[src/rtl/if_pkg.sv]
// Shared constants and types for the instruction fetch stage.
package if_pkg;

  localparam logic [31:0] NOP_INSTR        = 32'h0000_0000;
  localparam logic [31:0] RESET_PC_DEFAULT = 32'h0000_0000;

  typedef enum logic [1:0] {
    SEL_SEQ,
    SEL_BRANCH,
    SEL_JUMP,
    SEL_JR
  } pc_sel_t;

endpackage

[src/rtl/next_pc_mux.sv]
// Next-PC selection: fixed-priority redirect encoder (jr > j > branch > sequential) and target mux.
module next_pc_mux
  import if_pkg::*;
(
  input  logic [31:0] pc,
  input  logic        branch,
  input  logic [31:0] branch_target,
  input  logic        jump,
  input  logic [31:0] jump_target,
  input  logic        jump_register,
  input  logic [31:0] jump_reg_target,
  output logic [31:0] next_pc,
  output logic        redirect
);

  pc_sel_t pc_sel;

  always_comb begin
    pc_sel = SEL_SEQ;
    if (jump_register) begin
      pc_sel = SEL_JR;
    end else if (jump) begin
      pc_sel = SEL_JUMP;
    end else if (branch) begin
      pc_sel = SEL_BRANCH;
    end
  end

  always_comb begin
    next_pc = pc + 32'd4;
    unique case (pc_sel)
      SEL_SEQ:    next_pc = pc + 32'd4;
      SEL_BRANCH: next_pc = branch_target;
      SEL_JUMP:   next_pc = jump_target;
      // Register data is an arbitrary word; keep the fetch address word aligned.
      SEL_JR:     next_pc = {jump_reg_target[31:2], 2'b00};
      default:    next_pc = pc + 32'd4;
    endcase
  end

  assign redirect = (pc_sel != SEL_SEQ);

endmodule

[src/rtl/instruction_fetch_stage.sv]
// Pipeline front end: PC register, IF/ID register with stall/flush control, and perf counters.
module instruction_fetch_stage
  import if_pkg::*;
#(
  parameter logic [31:0] RESET_PC = RESET_PC_DEFAULT,
  parameter int unsigned CNT_W    = 32
) (
  input  logic             Clk,
  input  logic             Reset,
  input  logic             PCWrite,
  input  logic             IF_IDWrite,
  input  logic             Branch,
  input  logic [31:0]      BranchTarget,
  input  logic             Jump,
  input  logic [31:0]      JumpTarget,
  input  logic             JumpRegister,
  input  logic [31:0]      JumpRegTarget,
  output logic [31:0]      imem_addr,
  input  logic [31:0]      imem_rdata,
  output logic [31:0]      instr_out,
  output logic [31:0]      pc_out,
  output logic             valid_out,
  output logic [31:0]      pc_current,
  output logic [CNT_W-1:0] fetch_count,
  output logic [CNT_W-1:0] stall_count,
  output logic [CNT_W-1:0] flush_count
);

  logic [31:0]      pc_q, pc_d;
  logic [31:0]      instr_q, instr_d;
  logic [31:0]      pc_plus4_q, pc_plus4_d;
  logic             valid_q, valid_d;
  logic [CNT_W-1:0] fetch_cnt_q, fetch_cnt_d;
  logic [CNT_W-1:0] stall_cnt_q, stall_cnt_d;
  logic [CNT_W-1:0] flush_cnt_q, flush_cnt_d;

  logic [31:0] next_pc;
  logic        redirect;
  logic [31:0] seq_pc;

  assign seq_pc = pc_q + 32'd4;

  next_pc_mux u_next_pc_mux (
    .pc              (pc_q),
    .branch          (Branch),
    .branch_target   (BranchTarget),
    .jump            (Jump),
    .jump_target     (JumpTarget),
    .jump_register   (JumpRegister),
    .jump_reg_target (JumpRegTarget),
    .next_pc         (next_pc),
    .redirect        (redirect)
  );

  always_comb begin
    pc_d        = pc_q;
    instr_d     = instr_q;
    pc_plus4_d  = pc_plus4_q;
    valid_d     = valid_q;
    fetch_cnt_d = fetch_cnt_q;
    stall_cnt_d = stall_cnt_q;
    flush_cnt_d = flush_cnt_q;

    if (!PCWrite) begin
      // Decode operands may be stale during a hazard stall, so redirects are ignored here.
      stall_cnt_d = stall_cnt_q + CNT_W'(1);
      if (IF_IDWrite) begin
        instr_d     = imem_rdata;
        pc_plus4_d  = seq_pc;
        valid_d     = 1'b1;
        fetch_cnt_d = fetch_cnt_q + CNT_W'(1);
      end
    end else if (redirect) begin
      pc_d        = next_pc;
      instr_d     = NOP_INSTR;
      pc_plus4_d  = 32'h0;
      valid_d     = 1'b0;
      flush_cnt_d = flush_cnt_q + CNT_W'(1);
    end else begin
      pc_d = next_pc;
      if (IF_IDWrite) begin
        instr_d     = imem_rdata;
        pc_plus4_d  = seq_pc;
        valid_d     = 1'b1;
        fetch_cnt_d = fetch_cnt_q + CNT_W'(1);
      end
    end
  end

  always_ff @(posedge Clk or negedge Reset) begin
    if (!Reset) begin
      pc_q        <= RESET_PC;
      instr_q     <= NOP_INSTR;
      pc_plus4_q  <= 32'h0;
      valid_q     <= 1'b0;
      fetch_cnt_q <= '0;
      stall_cnt_q <= '0;
      flush_cnt_q <= '0;
    end else begin
      pc_q        <= pc_d;
      instr_q     <= instr_d;
      pc_plus4_q  <= pc_plus4_d;
      valid_q     <= valid_d;
      fetch_cnt_q <= fetch_cnt_d;
      stall_cnt_q <= stall_cnt_d;
      flush_cnt_q <= flush_cnt_d;
    end
  end

  assign imem_addr   = pc_q;
  assign pc_current  = pc_q;
  assign instr_out   = instr_q;
  assign pc_out      = pc_plus4_q;
  assign valid_out   = valid_q;
  assign fetch_count = fetch_cnt_q;
  assign stall_count = stall_cnt_q;
  assign flush_count = flush_cnt_q;

endmodule

[config.mk]
export PLATFORM = sky130hd
export DESIGN_NAME = instruction_fetch_stage
export DESIGN_NICKNAME = d
export VERILOG_FILES = /design/src/rtl/if_pkg.sv /design/src/rtl/next_pc_mux.sv /design/src/rtl/instruction_fetch_stage.sv
export SDC_FILE = /design/constraint.sdc
export NUM_CORES = 1
export LEC_CHECK = 0
export CORE_MARGIN = 4
export CORE_UTILIZATION = 35
export CTS_CLUSTER_DIAMETER = 30
export DETAILED_ROUTE_END_ITERATION = 16
export PLACE_DENSITY_LB_ADDON = 0.2
export SETUP_SLACK_MARGIN = 0.1
export SKIP_CTS_REPAIR_TIMING = 1
export SLEW_MARGIN = 20
export SYNTH_ARGS = -nofsm -noshare
export SYNTH_HDL_FRONTEND = slang
export SYNTH_SLANG_ARGS = --single-unit
[constraint.sdc]
create_clock -name Clk -period 2.8 [get_ports Clk]
set_input_delay 0.56 -clock Clk [delete_from_list [all_inputs] [get_ports Clk]]
set_output_delay 0.56 -clock Clk [all_outputs]
set_load 0.02 [all_outputs]
Word level (Yosys, flattened, before mapping)
Index checks and enable logic that the tools add are counted.
W data, S select, Z words.
Operators by class
  reductions and logical operators: 3
  muxes and demuxes: 16
  equal/unequal tests: 4
  add/subtract/negate cells: 4
Operator list (number)
  $mux W32: 9
  $pmux W32 S4: 1
  $add A32 B1 Y32 const B: 3
  $add A32 B3 Y32 const B: 1
  $eq A2 B2 Y1 const B: 2
  $mux W1: 4
  $mux W2: 2
  $eq A2 B1 Y1 const B: 1
  $logic_not A2 Y1: 1
  $ne A2 B2 Y1 const B: 1
  $reduce_and A2 Y1: 1
  $reduce_bool A2 Y1: 1
Storage, ports and cells
  register bits: 193
  input port bits: 135
  output and inout port bits: 225
  logic and storage cells: 34

Logic depth before layout (Yosys ltp)
Gate-level depths: netlist (run 1).
  depth in word-level cells: 6
  depth in mapped cells: 8
  mapped depth without buffers: 6

Modules after synthesis
A second synthesis (run 1) with hierarchy kept.
Second synthesis, totals
  cells, all modules: 1040
  area, all modules: 10382.5 µm²
Modules (own cells, without submodules)
  instruction_fetch_stage: times used 1, area an instance 8994.9 µm², seq. area each 4829.6 µm², cells an instance 814
  next_pc_mux: times used 1, area an instance 1387.6 µm², seq. area each 0.0 µm², cells an instance 226

Worst setup path after synthesis (run 1)
OpenSTA, ideal clock, no wires.
  kind: in2reg
  start point: input port Jump
  end point: register fetch_cnt_q[14] (netlist: fetch_count[14])
  setup slack: 703 ps
  buffers on the path: 2
  cell stages on the path: 7
  arrival: 1968 ps
  required time: 2671 ps
  library setup time: 129 ps
  cells stage by stage: buf_2 -> o31a_1 -> nor4b_4 -> nor2b_1 -> buf_2 -> nand4_1 -> xnor2_1
Between the ends
  longest elaborated chain between the ends: 4
Ends and longest elaborated chain
  start, declared: line instruction_fetch_stage.sv:14  | input logic Jump,
  $mux W2: line next_pc_mux.sv:22  | end else if (jump) begin
  $mux W2: line next_pc_mux.sv:20  | if (jump_register) begin
  $reduce_bool A2 Y1: line next_pc_mux.sv:41  | assign redirect = (pc_sel != SEL_SEQ);
  $ne A2 B2 Y1 (no source line)
  end signal, assigned: line instruction_fetch_stage.sv:104  | fetch_cnt_q <= fetch_cnt_d;
  end, declared: line instruction_fetch_stage.sv:33  | logic [CNT_W-1:0] fetch_cnt_q, fetch_cnt_d;
No other way between the ends.
A chain may end at the register's enable or synchronous reset.

Worst setup path in the final report (run 1)
  start point: register pc_q[26] (netlist: imem_addr[26])
  end point: output port pc_current[26]
RTL lines
  start, declared: line instruction_fetch_stage.sv:29  | logic [31:0] pc_q, pc_d;
  start signal, assigned: line instruction_fetch_stage.sv:100  | pc_q <= pc_d;
  end, declared: line instruction_fetch_stage.sv:23  | output logic [31:0] pc_current,
No word-level cell between the ends.

==> results.tsv, run 1 <==
metric	value	unit
cts_root_buf	clkbuf_16	
internal-power	5.341	mW
critPathTopFamily	buffers and inverters	
vias_per_cell	5.051	
fmax	451.1	MHz
tritoncts	yes	
status	finished clean	
synth-edff-count	0	
startpoint_type	register	
drtPass1Iterations	5	
power_frac_seq	0.426	
yosys.area.top_type	dfrtp_1	
rows	60	
place.gp.congestion	0.8141	
grt_pass1_vias	8502	
hold_path.class	input port to async pin	
p_leak	5.854	nW
avgSynthCellArea	9.837	um^2
slowest_stage	clkdlybuf4s50_1	
setup_violations	0	
syn_inst	994	
swShare	0.3386	
rsz0062_at_grt	no	
max_slew_margin	0.5271	
ys_ff_latch	193	
dieArea	30680	um^2
grt_max_degree	64	
synth.cell_area	9778	um^2
drive_above_1_share	0.06792	
finalWirelength	30740	um
clk_pin_slew	0.08	ns
num_vias	8582	
antenna_left	0	
ys_seq_area_frac	0.4939	
grt.overflow.total	0	
synthTopCellsByArea	dfrtp_1, xnor2_1, xor2_1, mux2i_1, nand2_1	
slew_violations	0	
dp_cells	1665	
fp.dieH	175.1	um
path_max_fanout	8	
core_area	27250	um^2
seq_area	4830	um^2
critPathRequiredTime	2.24	ns
synth_top_flop_cell	dfrtp_1	
clk_path_buf_depth	2	
synth.net_count	1133	
grt_antenna_before_repair	2	
yosysUniqueCellTypes	56	
p_sw	2.734	mW
worst_ep_arrival_time	1.66	ns
path_class	register to primary output	
crit_chain	clkdlybuf4s50_1	
cp-end-kind	primary output	
dp_hpwl	23130	um
nNetsFinal	1451	
timing.setup.tns	0	ns
io_buffers	357	
final_cells	1699	
syn_to_final_growth	45.22	%
tightest_slew	0.7068	ns
comb_power_share	0.270	
die_x	175.1	um
cts.sinks	193	
start_util	0.3588	
boundaryPins	360	
hold_viol	0	
synth_commonest_cells	dfrtp_1, nand2_1, nor2_1	
yosysMostFrequentCell	dfrtp_1	
clock_latency	0.42	ns
ys_warn_count	0	
fin_crit_sh	0.7917	
powerDensity	568.7	nW/um^2
multi_input_area	4414	um^2
period_needed	2.217	ns
async_reset_ff_frac	1.000	
wire_per_inst	18.09	um
htree_levels	4	
grt_usage	0.1971	
synth_top_area_frac	0.4939	
post-route-drc-count	0	
drv_cap	0	
crit_path_max_incr_delay	0.71	ns
critPathBufInv	1	
drtIter0Drc	496	
p_clk_frac	0.304	
n_fill_cell	2443	
grt_pass1_wl	48440	um
cts_buffers	17	
skew	0.01555	ns
ir_worst_vdd	419.1	uV
[cell type report]
| class | instances | share of cell area |
|---|---|---|
| repair buffers | 389 | 0.2724 |
| flip-flops and latches | 193 | 0.3401 |
| inverters | 6 | 0.001586 |
| diodes | 2 | 0.0003525 |
| clock inverters | 14 | 0.01172 |
| multi-input cells | 705 | 0.3109 |
| well taps | 372 | 0.03278 |
| clock buffers | 18 | 0.03022 |
[metrics by stage]
step	utilization	power (mW)	hold WS (ns)	setup WS, ns	cell area (um^2)
after floorplan	-	4.532	0.2644	0.7029	9778
after global placement	0.4990	5.657	0.4608	0.1741	13600
after detailed placement	0.4990	5.691	0.4704	0.1533	13600
after CTS	0.5209	8.186	0.1334	0.5438	14190
after global routing	0.5211	8.513	0.1432	0.4034	14200
final	0.5211	8.076	0.1231	0.5833	14200
[path summary, 6_finish.rpt]
path,start,endpoint,slack [ns],cells past startpoint
max in group asynchronous,Reset,flush_count[4],2.00,2
worst max register to register,imem_addr[12],pc_out[29],0.64,5
worst max-delay path,imem_addr[26],pc_current[26],0.58,1
worst min register to register,stall_count[31],stall_count[31],0.48,1
worst min-delay path,Reset,flush_count[18],0.12,1
min in group Clk,stall_count[31],stall_count[31],0.48,1
[power by group through the flow]
stage	Sequential, mW	Combinational [mW]	Clock (mW)
CTS	3.44	2.21	2.53
global route	3.51	2.34	2.67
floorplan	3.75	0.778	0
finish	3.44	2.18	2.46
global placement	3.48	2.18	0
detailed placement	3.49	2.20	0
[sequential cells by signal, summed over array words and instances (netlist names)]
name / count
flush_count: 32
imem_addr: 32
instr_out: 32
pc_out: 32
stall_count: 32
valid_out: 1
fetch_count: 32
[metal layers]
layer  part of all wire  GRT usage  up-vias
li1                   -          -     4107
met1               0.45     0.2736     4140
met2               0.46     0.3113      305
met3              0.069    0.04738       30
met4              0.020    0.05041        0
met5                  0          0        -
[logic make-up after synthesis]
logic type,after synthesis,share of synthesized area
compound gates,187,0.1126
xor+xnor,121,0.1084
fa+ha+maj,4,0.005119
buf+inv,96,0.05617
flops,193,0.4939
mux,39,0.04031
simple gates,354,0.1835
[cell usage in the layout, fill, tap and decap left out, types with 19 or more instances in the layout]
cell type / count
and3_1: 19
nand4_1: 31
buf_4: 28
xor2_1: 42
o22ai_1: 33
nor2_1: 88
mux2i_1: 36
dfrtp_1: 193
xnor2_1: 79
clkdlybuf4s50_1: 353
o21ai_0: 59
nand3_1: 61
nand2_1: 94
a21oi_1: 54
Note: power is estimated with default switching activity, not from simulation.
==> inputs of run 2 (changes only) <==
clock period = 1.9 ns   (was 2.8 ns; I/O delays follow)
==> results.tsv, run 2 (synthesis results as in run 1) <==
metric	value	unit	change
reg2reg_slack	0.08	ns	-0.56 ns
grt.overflow.total	0		unchanged
power_frac_seq	0.404		-0.022
rows	60		unchanged
post-route-drc-count	0		unchanged
setup_violations	0		unchanged
grt_pass1_vias	8933		+5.1%
ir_worst_vdd	606.4	uV	+45%
antenna_left	0		unchanged
path_max_fanout	5		-3
critPathBufInv	0		-1
dieArea	30680	um^2	unchanged
period_needed	1.815	ns	
antenna_cells	0		-2
fmax	550.9	MHz	
critPathTopFamily	simple AND/OR/NAND/NOR gates		
htree_levels	4		unchanged
n_fill_cell	2338		-4.3%
tightest_slew	0.5269	ns	-0.1799 ns
vias_per_cell	5.002		-0.98%
swShare	0.3301		-0.008527
start_util	0.3588		unchanged
drive_above_1_share	0.1754		+0.1075
path_depth	6		+5
startpoint_type	register		
critPathRequiredTime	2.21	ns	-0.03 ns
p_clk_frac	0.296		-0.008
drv_cap	0		unchanged
whs	0.3057	ns	+0.1827 ns
most-common-layout-cells	dlymetal6s2s_1, dfrtp_1, clkdlybuf4s50_1		
crit_chain	ha_4, nand3_4, or3_4, nor4_4, nand3_1, xnor2_1		
place.gp.congestion	0.8484		+4.2%
critPathCapture	flush_count[28]		
p_sw	4.068	mW	+49%
path_class	register to register		
timing.setup.tns	0	ns	unchanged
r2r-end	flush_count[28]		
seq_area	4878	um^2	+1.0%
max_slew_margin	0.6487		+0.1216
nNetsFinal	1540		+6.1%
slew_violations	0		unchanged
fin_util	0.5787		+0.05767
rr_worst_depth	6		+1
wire_per_inst	17.94	um	-0.86%
clk_pin_slew	0.08	ns	about the same
clock_latency	0.44	ns	+0.02 ns
slowest_stage	dfrtp_2		
cp-end-kind	register		
internal-power	8.258	mW	+55%
status	finished clean		
hold_viol	0		unchanged
grt_max_degree	79		+23%
core_area	27250	um^2	unchanged
drtIter0Drc	561		+13%
die_x	175.1	um	unchanged
crit_path_max_incr_delay	0.42	ns	-0.29 ns
io_buffers	357		unchanged
drtPass1Iterations	5		unchanged
comb_power_share	0.300		+0.030
fp.dieH	175.1	um	unchanged
dp_hpwl	24040	um	+3.9%
finalWirelength	32040	um	+4.2%
grt_pass1_wl	49240	um	+1.7%
clk_path_buf_depth	2		unchanged
reg2reg_from	flush_count[1]		
final_common_cell	dlymetal6s2s_1		
hold_path.class	input port to register		
num_vias	8933		+4.1%
rsz0062_at_grt	yes		
total_power	12.33	mW	+53%
tritoncts	yes		
skew	0.01656	ns	+0.001018 ns
powerDensity	781.6	nW/um^2	+37%
cts_root_buf	clkbuf_16		
cts_buffers	17		unchanged
fin_crit_sh	0.9553		
boundaryPins	360		unchanged
syn_to_final_growth	61.29	%	
grt_antenna_before_repair	1		-1
p_leak	9.370	nW	+60%
cts.sinks	193		unchanged
worst_ep_arrival_time	2.13	ns	+0.47 ns
multi_input_area	4634	um^2	+5.0%
grt_usage	0.2000		+0.002913
setup.worst_path.start	flush_count[1]		
==> run 2: cell types whose count changed in the layout (fill, tap and decap cells not counted), sizes merged <==
cell and change:
dlygate4sd3 +1, clkinv -3, clkinvlp +4, dlymetal6s2s +223, diode -2, clkdlybuf4s50 -223, bufinv +1, clkbuf +1
buf +88, inv -3
==> run 2: area by class of cell <==
| type | instances | share of cell area |
|---|---|---|
| timing repair buffer | 478 | 0.3284 |
| sequential | 193 | 0.3093 |
| multi-input combinational | 705 | 0.2939 |
| tap | 372 | 0.02951 |
| clock buffer | 19 | 0.02808 |
| clock inverter | 13 | 0.009361 |
| inverter | 6 | 0.001428 |
==> run 2: how the worst min path moves through the flow <==
stage / start / endpoint / slack, ns / cells past startpoint
floorplan: Reset / fetch_count[0] / 0.08 / 0
global placement: Reset / flush_count[19] / 0.32 / 1
detailed placement: Reset / flush_count[19] / 0.32 / 1
CTS: Reset / flush_count[19] / -0.17 / 1
global route: IF_IDWrite / fetch_count[0] / 0.31 / 3
finish: IF_IDWrite / fetch_count[0] / 0.31 / 3
==> run 2: tightest hold or removal path, stage by stage <==
cell     delay, ns
buf_4         0.14
nand2_1       0.10
xnor2_1       0.08
==> run 2: routing by layer <==
metal  routed length, um  global-route usage  vias to the layer above
met5                   7                   0                        -
met4                 667             0.06219                        2
met3                1838             0.04003                       38
met2               15710              0.3360                      322
met1               13820              0.2610                     4288
li1                    -                   -                     4283
==> run 2: per-stage QoR <==
step	cell area, um^2	setup slack (ns)	cells
after floorplan	9867	0.04988	994
after global placement	14220	-0.5145	1728
after detailed placement	14220	-0.5446	1728
after CTS	14810	-0.1490	1760
after global routing	15770	-0.02926	1786
final	15770	0.08487	1786
==> run 2: power by group through the flow <==
stage	clock, mW	combinational, mW	sequential (mW)
6_report	3.65	3.70	4.98
5_1_grt	3.91	3.98	5.05
3_5_place_dp	0	3.63	5.06
4_1_cts	3.77	3.64	4.98
3_3_place_gp	0	3.59	5.04
2_1_floorplan	0	1.16	5.57
